`config.mk`:
```
export PLATFORM = sky130hd
export DESIGN_NAME = flash_loader
export DESIGN_NICKNAME = d
export VERILOG_FILES = /design/src/rtl/loader_pkg.sv /design/src/rtl/byte_packer.sv /design/src/rtl/flash_loader.sv
export SDC_FILE = /design/constraint.sdc
export NUM_CORES = 1
export LEC_CHECK = 0
export CELL_PAD_IN_SITES_DETAIL_PLACEMENT = 1
export CELL_PAD_IN_SITES_GLOBAL_PLACEMENT = 1
export CORE_ASPECT_RATIO = 2
export CORE_UTILIZATION = 37
export DETAILED_ROUTE_END_ITERATION = 6
export PLACE_DENSITY = 0.83
export SLEW_MARGIN = 20
export SYNTH_ARGS = -nofsm -noshare
export SYNTH_HDL_FRONTEND = slang
export SYNTH_SLANG_ARGS = --single-unit
```
`constraint.sdc`:
```
create_clock -name clk -period 2 [get_ports clk]
set_input_delay 0.2 -clock clk [delete_from_list [all_inputs] [get_ports clk]]
set_output_delay 0.2 -clock clk [all_outputs]
set_load 0.05 [all_outputs]
```
`src/rtl/loader_pkg.sv`:
```
// Shared state encoding and framing constants for the flash loader.
package loader_pkg;

    typedef enum logic [2:0] {
        IDLE,
        LEN0,
        LEN1,
        DATA,
        WRITE,
        DONE,
        ERROR
    } loader_state_t;

    localparam int unsigned LEN_BYTES = 2;

endpackage

```
`src/rtl/byte_packer.sv`:
```
// Little-endian byte-to-word packer: byte k of a word lands in bits [8k+7:8k].
module byte_packer #(
    parameter int unsigned WIDTH = 32
) (
    input  logic             clk_i,
    input  logic             rst_ni,
    input  logic             clear_i,
    input  logic             load_i,
    input  logic [7:0]       byte_i,
    output logic [WIDTH-1:0] word_o,
    output logic             word_full_o
);
    localparam int unsigned BYTES = WIDTH / 8;
    localparam int unsigned IDX_W = (BYTES > 1) ? $clog2(BYTES) : 1;

    logic [WIDTH-1:0] word_q;
    logic [IDX_W-1:0] idx_q;

    // word_o already includes the byte being loaded so the word can be captured on the same edge
    always_comb begin
        word_o = word_q;
        if (load_i) begin
            word_o[{idx_q, 3'b000} +: 8] = byte_i;
        end
    end

    assign word_full_o = load_i && (idx_q == IDX_W'(BYTES - 1));

    always_ff @(posedge clk_i) begin
        if (!rst_ni || clear_i) begin
            word_q <= '0;
            idx_q  <= '0;
        end else if (load_i) begin
            word_q <= word_o;
            idx_q  <= word_full_o ? '0 : idx_q + 1'b1;
        end
    end

endmodule

```
`src/rtl/flash_loader.sv`:
```
// Streams a length-prefixed byte image into the RAM flash port, holding busy during the load.
module flash_loader
    import loader_pkg::*;
#(
    parameter int unsigned WIDTH          = 32,
    parameter int unsigned ADDR_W         = 11,
    parameter int unsigned TIMEOUT_CYCLES = 1000000
) (
    input  logic              clk,
    input  logic              rst,
    input  logic              start,
    input  logic [7:0]        in_data,
    input  logic              in_valid,
    output logic              in_ready,
    output logic              flash_en,
    output logic [ADDR_W-1:0] flash_addr,
    output logic [WIDTH-1:0]  flash_data,
    output logic              busy,
    output logic              done,
    output logic              error,
    output logic [ADDR_W:0]   words_written
);
    localparam int unsigned MAX_WORDS = 2 ** ADDR_W;
    localparam int unsigned TO_W      = $clog2(TIMEOUT_CYCLES + 1);
    localparam int unsigned CNT_W     = 8 * LEN_BYTES;

    loader_state_t     state_q, state_d;
    logic [CNT_W-1:0]  cnt_q;
    logic [TO_W-1:0]   to_q;
    logic [ADDR_W:0]   ww_q;
    logic [ADDR_W-1:0] addr_q;
    logic [WIDTH-1:0]  data_q;
    logic              in_ready_q, flash_en_q, busy_q, done_q, error_q;

    logic              accept, restart, to_expired, len_bad, last_word;
    logic [CNT_W-1:0]  len_new;
    logic [WIDTH-1:0]  pk_word;
    logic              pk_full;

    assign accept     = in_valid && in_ready_q;
    assign restart    = start && (state_q inside {IDLE, DONE, ERROR});
    assign to_expired = (to_q == TO_W'(TIMEOUT_CYCLES - 1));
    assign len_new    = {in_data, cnt_q[7:0]};
    assign len_bad    = (len_new == '0) || (32'(len_new) > MAX_WORDS);
    assign last_word  = (32'(ww_q) + 32'd1) == 32'(cnt_q);

    byte_packer #(.WIDTH(WIDTH)) u_packer (
        .clk_i       (clk),
        .rst_ni      (rst),
        .clear_i     (restart),
        .load_i      (accept && (state_q == DATA)),
        .byte_i      (in_data),
        .word_o      (pk_word),
        .word_full_o (pk_full)
    );

    always_comb begin
        state_d = state_q;
        unique case (state_q)
            IDLE, DONE, ERROR: if (start) state_d = LEN0;
            LEN0:  if (accept) state_d = LEN1;
            LEN1: begin
                if (accept)          state_d = len_bad ? ERROR : DATA;
                else if (to_expired) state_d = ERROR;
            end
            DATA: begin
                if (accept) begin
                    if (pk_full) state_d = WRITE;
                end else if (to_expired) begin
                    state_d = ERROR;
                end
            end
            WRITE:   state_d = last_word ? DONE : DATA;
            default: state_d = IDLE;
        endcase
    end

    // Outputs are registered from state_d so each flag is valid in the same cycle as its state
    always_ff @(posedge clk) begin
        if (!rst) begin
            state_q    <= IDLE;
            cnt_q      <= '0;
            to_q       <= '0;
            ww_q       <= '0;
            addr_q     <= '0;
            data_q     <= '0;
            in_ready_q <= 1'b0;
            flash_en_q <= 1'b0;
            busy_q     <= 1'b0;
            done_q     <= 1'b0;
            error_q    <= 1'b0;
        end else begin
            state_q    <= state_d;
            in_ready_q <= state_d inside {LEN0, LEN1, DATA};
            busy_q     <= state_d inside {LEN0, LEN1, DATA, WRITE};
            flash_en_q <= (state_d == WRITE);
            done_q     <= (state_d == DONE);
            error_q    <= (state_d == ERROR);

            if (accept && state_q == LEN0) cnt_q[7:0]  <= in_data;
            if (accept && state_q == LEN1) cnt_q[15:8] <= in_data;

            if ((state_q inside {LEN1, DATA}) && (state_d == state_q) && !accept) begin
                to_q <= to_q + 1'b1;
            end else begin
                to_q <= '0;
            end

            if (restart) begin
                ww_q   <= '0;
                addr_q <= '0;
            end else if (state_q == DATA && state_d == WRITE) begin
                addr_q <= ww_q[ADDR_W-1:0];
                data_q <= pk_word;
            end else if (state_q == WRITE) begin
                ww_q <= ww_q + 1'b1;
            end
        end
    end

    assign in_ready      = in_ready_q;
    assign flash_en      = flash_en_q;
    assign flash_addr    = addr_q;
    assign flash_data    = data_q;
    assign busy          = busy_q;
    assign done          = done_q;
    assign error         = error_q;
    assign words_written = ww_q;

endmodule

```
==> impl_results.html <==
<table>
<tr><th>Metric</th><th>Value</th></tr>
<tr><th colspan="2">STA</th></tr>
<tr><td>Hold slack final</td><td>0.4531 ns</td></tr>
<tr><td>Final setup violation count</td><td>6</td></tr>
<tr><td>Max Freq</td><td>~430 MHz</td></tr>
<tr><td>Worst-case headroom to the max-slew limit</td><td>around 63%</td></tr>
<tr><td>RSZ-0062 raised after global routing</td><td>yes</td></tr>
<tr><td>Layout Skew</td><td>approximately 0.0076 ns</td></tr>
<tr><td>Final hold violations</td><td>0</td></tr>
<tr><td>Min Tclk post-route</td><td>between 2 and 2.5 ns</td></tr>
<tr><td>Number of max-slew violations in the final report</td><td>0</td></tr>
<tr><td>Crit share post-route</td><td>117.5%</td></tr>
<tr><td>Worst Tran Pin Value</td><td>between 0.5 and 0.6 ns</td></tr>
<tr><td>Final critical-path setup slack</td><td>-0.3505 ns</td></tr>
<tr><th colspan="2">Setup path</th></tr>
<tr><td>Crit-path max FO</td><td>2</td></tr>
<tr><td>Critical setup path kind</td><td>flip-flop to flip-flop</td></tr>
<tr><td>WP data required</td><td>2.31 ns</td></tr>
<tr><td>Critical path endpoint category</td><td>flip-flop</td></tr>
<tr><td>Sort of element at the start of the critical path</td><td>flip-flop</td></tr>
<tr><td>CP max stage delay</td><td>roughly 0.44 ns</td></tr>
<tr><td>Arrival time reported for the critical path endpoint</td><td>between 2 and 3 ns</td></tr>
<tr><td>Series of cell instances along the critical path</td><td>ha_4 -&gt; xor2_2 -&gt; or4_4 -&gt; a211oi_2 -&gt; nand4_1 -&gt; nor4_2 -&gt; buf_4 -&gt; o21ai_2 -&gt; and2_1</td></tr>
<tr><td>Standard cell with the maximum stage delay on the critical path</td><td>sky130_fd_sc_hd__or4_4</td></tr>
<tr><th colspan="2">Synthesis</th></tr>
<tr><td>Number of synthesized register bits</td><td>between 100 and 150</td></tr>
<tr><td>Gate count after technology mapping</td><td>between 600 and 700</td></tr>
<tr><td>Netlist area before placement</td><td>about 5500 um^2</td></tr>
<tr><td>Count of synthesis-stage warnings from yosys</td><td>0</td></tr>
<tr><td>Post-Synthesis Net Count</td><td>roughly 650</td></tr>
<tr><td>Dominant register cell in the synthesized netlist</td><td>sky130_fd_sc_hd__dfxtp_1</td></tr>
<tr><td>Mean instance size in the synthesized netlist</td><td>approximately 8.7 um^2</td></tr>
<tr><td>Number of flops mapped to enable cells by yosys</td><td>0</td></tr>
<tr><td>Sequential-to-total area share from yosys stat</td><td>between 40% and 50%</td></tr>
<tr><td>Most area-consuming cells after synthesis</td><td>sky130_fd_sc_hd__dfxtp_1 (46%), sky130_fd_sc_hd__nand2_1 (7.1%), sky130_fd_sc_hd__nor2_1 (4.6%)</td></tr>
<tr><td>Async set-reset flop share out of synthesis</td><td>0%</td></tr>
<tr><td>Top cell type by total area after synthesis</td><td>sky130_fd_sc_hd__dfxtp_1</td></tr>
<tr><td>Fraction of post-synthesis cell area in the top cell type by area</td><td>approximately 46%</td></tr>
<tr><td>Count of unique library cells instantiated by Yosys</td><td>57</td></tr>
<tr><th colspan="2">Drt</th></tr>
<tr><td>Initial drt markers</td><td>222</td></tr>
<tr><td>Number of remaining DRC errors</td><td>0</td></tr>
<tr><td>Number of iterations in the first detailed-routing pass</td><td>5</td></tr>
<tr><td>Number of vias in the routed layout</td><td>around 5.2k</td></tr>
<tr><td>WL final</td><td>approximately 19 mm</td></tr>
<tr><td>Final ANT Viol Nets</td><td>0</td></tr>
<tr><td>Vias per Instance</td><td>about 5.4</td></tr>
<tr><td>DR WL/cell</td><td>between 15 and 20 um</td></tr>
<tr><th colspan="2">Die</th></tr>
<tr><td>Row cnt</td><td>between 60 and 70</td></tr>
<tr><td>Number of primary I/O pins</td><td>72</td></tr>
<tr><td>Initial core utilization</td><td>38.05%</td></tr>
<tr><td>Placeable core area</td><td>~14000 um^2</td></tr>
<tr><td>Width of the chip</td><td>about 88 um</td></tr>
<tr><td>Vert. Die Dim</td><td>between 150 and 200 um</td></tr>
<tr><td>Area of the die</td><td>between 15000 and 20000 um^2</td></tr>
<tr><th colspan="2">Placement</th></tr>
<tr><td>Post-detail-place hpwl</td><td>roughly 13 mm</td></tr>
<tr><td>Number of input and output port buffers inserted</td><td>between 70 and 80</td></tr>
<tr><td>Dpl cells</td><td>roughly 900</td></tr>
<tr><td>Setup slack after placement</td><td>-0.3534 ns</td></tr>
<tr><td>Final RePlAce weighted congestion</td><td>between 0.8 and 0.9</td></tr>
<tr><th colspan="2">Outcome</th></tr>
<tr><td>Violations in the final reports</td><td>negative setup slack</td></tr>
<tr><td>Status</td><td>complete, but fails checks</td></tr>
<tr><th colspan="2">Clock network</th></tr>
<tr><td>Num Clock Sinks</td><td>roughly 130</td></tr>
<tr><td>Buffer cell driving the clock tree root</td><td>sky130_fd_sc_hd__clkbuf_16</td></tr>
<tr><td>Number of buffers created by CTS</td><td>17</td></tr>
<tr><td>Later-pin clock latency in the skew report</td><td>roughly 0.43 ns</td></tr>
<tr><td>Count of hold-fix buffers inserted at cts</td><td>0</td></tr>
<tr><td>CTS tree</td><td>yes</td></tr>
<tr><td>H-tree Lvls</td><td>4</td></tr>
<tr><td>Clock slew at reported path FFs</td><td>around 0.060 ns</td></tr>
<tr><td>Max Root-Sink Buffers</td><td>2</td></tr>
<tr><th colspan="2">Run</th></tr>
<tr><td>Maximum capacitance violations</td><td>0</td></tr>
<tr><th colspan="2">Cells and area</th></tr>
<tr><td>Most frequent cells in the layout</td><td>sky130_fd_sc_hd__dfxtp_1 (118), sky130_fd_sc_hd__nand2_1 (104), sky130_fd_sc_hd__nor2_1 (67)</td></tr>
<tr><td>Nets</td><td>772</td></tr>
<tr><td>Number of diodes</td><td>0</td></tr>
<tr><td>Share of layout cells above drive strength 1</td><td>16.71%</td></tr>
<tr><td>Non-filler cells in the finished layout</td><td>958</td></tr>
<tr><td>FILL cells</td><td>~1.7k</td></tr>
<tr><td>Most common cell after layout, fill and taps aside</td><td>sky130_fd_sc_hd__dfxtp_1</td></tr>
<tr><td>Multi-input gate area in the final layout</td><td>2858 um^2</td></tr>
<tr><td>Post-layout util</td><td>51.89%</td></tr>
<tr><td>Storage cell area</td><td>~2500 um^2</td></tr>
<tr><td>Area growth from synthesis to final layout</td><td>36.37%</td></tr>
<tr><th colspan="2">Power</th></tr>
<tr><td>Power per unit of standard cell area</td><td>just over 800 nW/um^2</td></tr>
<tr><td>Overall power</td><td>slightly above 6 mW</td></tr>
<tr><td>Maximum vdd drop</td><td>about 750 uV</td></tr>
<tr><td>Static Leakage</td><td>approximately 3.1 nW</td></tr>
<tr><th colspan="2">Global routing</th></tr>
<tr><td>Overflow left after global routing</td><td>0</td></tr>
<tr><td>Wire length of the first global-routing pass</td><td>~30 mm</td></tr>
<tr><td>Number of global-route vias before repair</td><td>approximately 5.7k</td></tr>
<tr><td>Global-route usage over all layers</td><td>about a quarter</td></tr>
<tr><td>Number of antenna violations at the first check in global routing</td><td>0</td></tr>
<tr><td>Largest net degree at the start of global routing</td><td>49</td></tr>
<tr><th colspan="2">Min path</th></tr>
<tr><td>Worst hold path type</td><td>flip-flop to flip-flop</td></tr>
</table>
[report_power, final]
group          internal [mW]  switching, mW  leakage (nW)
Clock                   2.03           1.19         0.300
Sequential              2.50         0.0153          1.01
Combinational          0.110          0.184          1.81
Total                   4.64           1.39          3.12
[logic make-up (layout without fill, tap and decap cells)]
| logic type | Yosys count | count (layout) | share of synthesized area [%] |
|---|---|---|---|
| muxes | 10 | 10 | 1.846 |
| and+or+nand+nor | 288 | 288 | 25.77 |
| DFF | 125 | 125 | 45.58 |
| buffers and inverters | 44 | 178 | 3.646 |
| xor gates and xnor gates | 41 | 41 | 6.883 |
| AOI/OAI and AO/OA | 117 | 117 | 14.68 |
| adders and majority gates | 7 | 7 | 1.595 |
[cells in the mapped netlist (3+ instances only)]
master and instances:
sky130_fd_sc_hd__a311oi_1 3, sky130_fd_sc_hd__nand2_1 104, sky130_fd_sc_hd__clkbuf_1 15, sky130_fd_sc_hd__nor3_1 7, sky130_fd_sc_hd__nand4_1 8, sky130_fd_sc_hd__dfxtp_1 125, sky130_fd_sc_hd__mux2i_1 9, sky130_fd_sc_hd__a21boi_0 17
sky130_fd_sc_hd__o211a_1 24, sky130_fd_sc_hd__buf_2 13, sky130_fd_sc_hd__nand3_1 16, sky130_fd_sc_hd__and4_1 3, sky130_fd_sc_hd__nor2b_1 10, sky130_fd_sc_hd__o21ai_0 9, sky130_fd_sc_hd__a21oi_1 48, sky130_fd_sc_hd__and3_1 32
sky130_fd_sc_hd__or3_1 6, sky130_fd_sc_hd__nor4_1 4, sky130_fd_sc_hd__nor3b_1 3, sky130_fd_sc_hd__ha_1 7, sky130_fd_sc_hd__xor2_1 25, sky130_fd_sc_hd__nor2_1 67, sky130_fd_sc_hd__xnor2_1 15, sky130_fd_sc_hd__buf_4 3
sky130_fd_sc_hd__inv_1 10, sky130_fd_sc_hd__and2_0 3, sky130_fd_sc_hd__and2_1 9
[layout make-up]
cell class,instances,area share (%)
multi-input combinational,463,38.17
sequential,125,33.61
timing repair buffer,136,16.28
clock buffer,19,6.049
tap,192,3.209
clock inverter,13,2.189
inverter,10,0.5013
[per-stage QoR]
step | setup TNS [ns] | cell area (um^2)
finish | -1.538 | 7487
global route | -2.732 | 7487
CTS | -1.411 | 7462
detailed placement | -3.859 | 6818
global placement | -1.746 | 6818
floorplan | -0.3902 | 5517
[path summary, 6_finish.rpt]
| check | startpoint | to | slack [ns] | cells after the start |
|---|---|---|---|---|
| setup / recovery | words_written[0]$_SDFFE_PP0P_ | state_q[1]$_SDFF_PN0_ | -0.35 | 9 |
| hold / removal | flash_addr[7]$_SDFFE_PP0P_ | flash_addr[7]$_SDFFE_PP0P_ | 0.45 | 2 |
| setup reg to reg | words_written[0]$_SDFFE_PP0P_ | state_q[1]$_SDFF_PN0_ | -0.35 | 9 |
| hold reg to reg | flash_addr[7]$_SDFFE_PP0P_ | flash_addr[7]$_SDFFE_PP0P_ | 0.45 | 2 |
[metal layers]
| metal | vias up | routed length [um] | GRT usage [%] | share of wire [%] |
|---|---|---|---|---|
| li1 | 2424 | - | - | - |
| met1 | 2546 | 6178 | 23.48 | 33 |
| met2 | 166 | 10580 | 48.16 | 57 |
| met3 | 73 | 626 | 4.558 | 3.4 |
| met4 | 0 | 1248 | 17.14 | 6.7 |
| met5 | - | 0 | 0 | 0 |
[what timing repair did]
item / 4_1_cts / 5_1_grt
resized for setup: 8 / 5
pin swaps: 2 / 2
buffers inserted: 0 / 1
setup endpoints to repair: 21 / 37
[worst max-delay path, delay by kind of cell, from the launching register on]
kind | cells | cell delay (ns)
AND/OR/NAND/NOR | 4 | 0.98
AO/OA/AOI/OAI | 2 | 0.28
flip-flops | 1 | 0.35
XOR/XNOR | 1 | 0.19
buffers and inverters | 1 | 0.17
adder cells (fa/ha/maj) | 1 | 0.26
[flip-flops by register name, summed over array words and instances, names as in the netlist]
register and cells:
flash_en 1, error 1, in_ready 1, flash_addr 11, flash_data 32, done 1, u_packer.word_q 24, u_packer.idx_q 2
cnt_q 16, to_q 20, state_q 3, words_written 12, busy 1
Note: power is estimated with default switching activity, not from simulation.
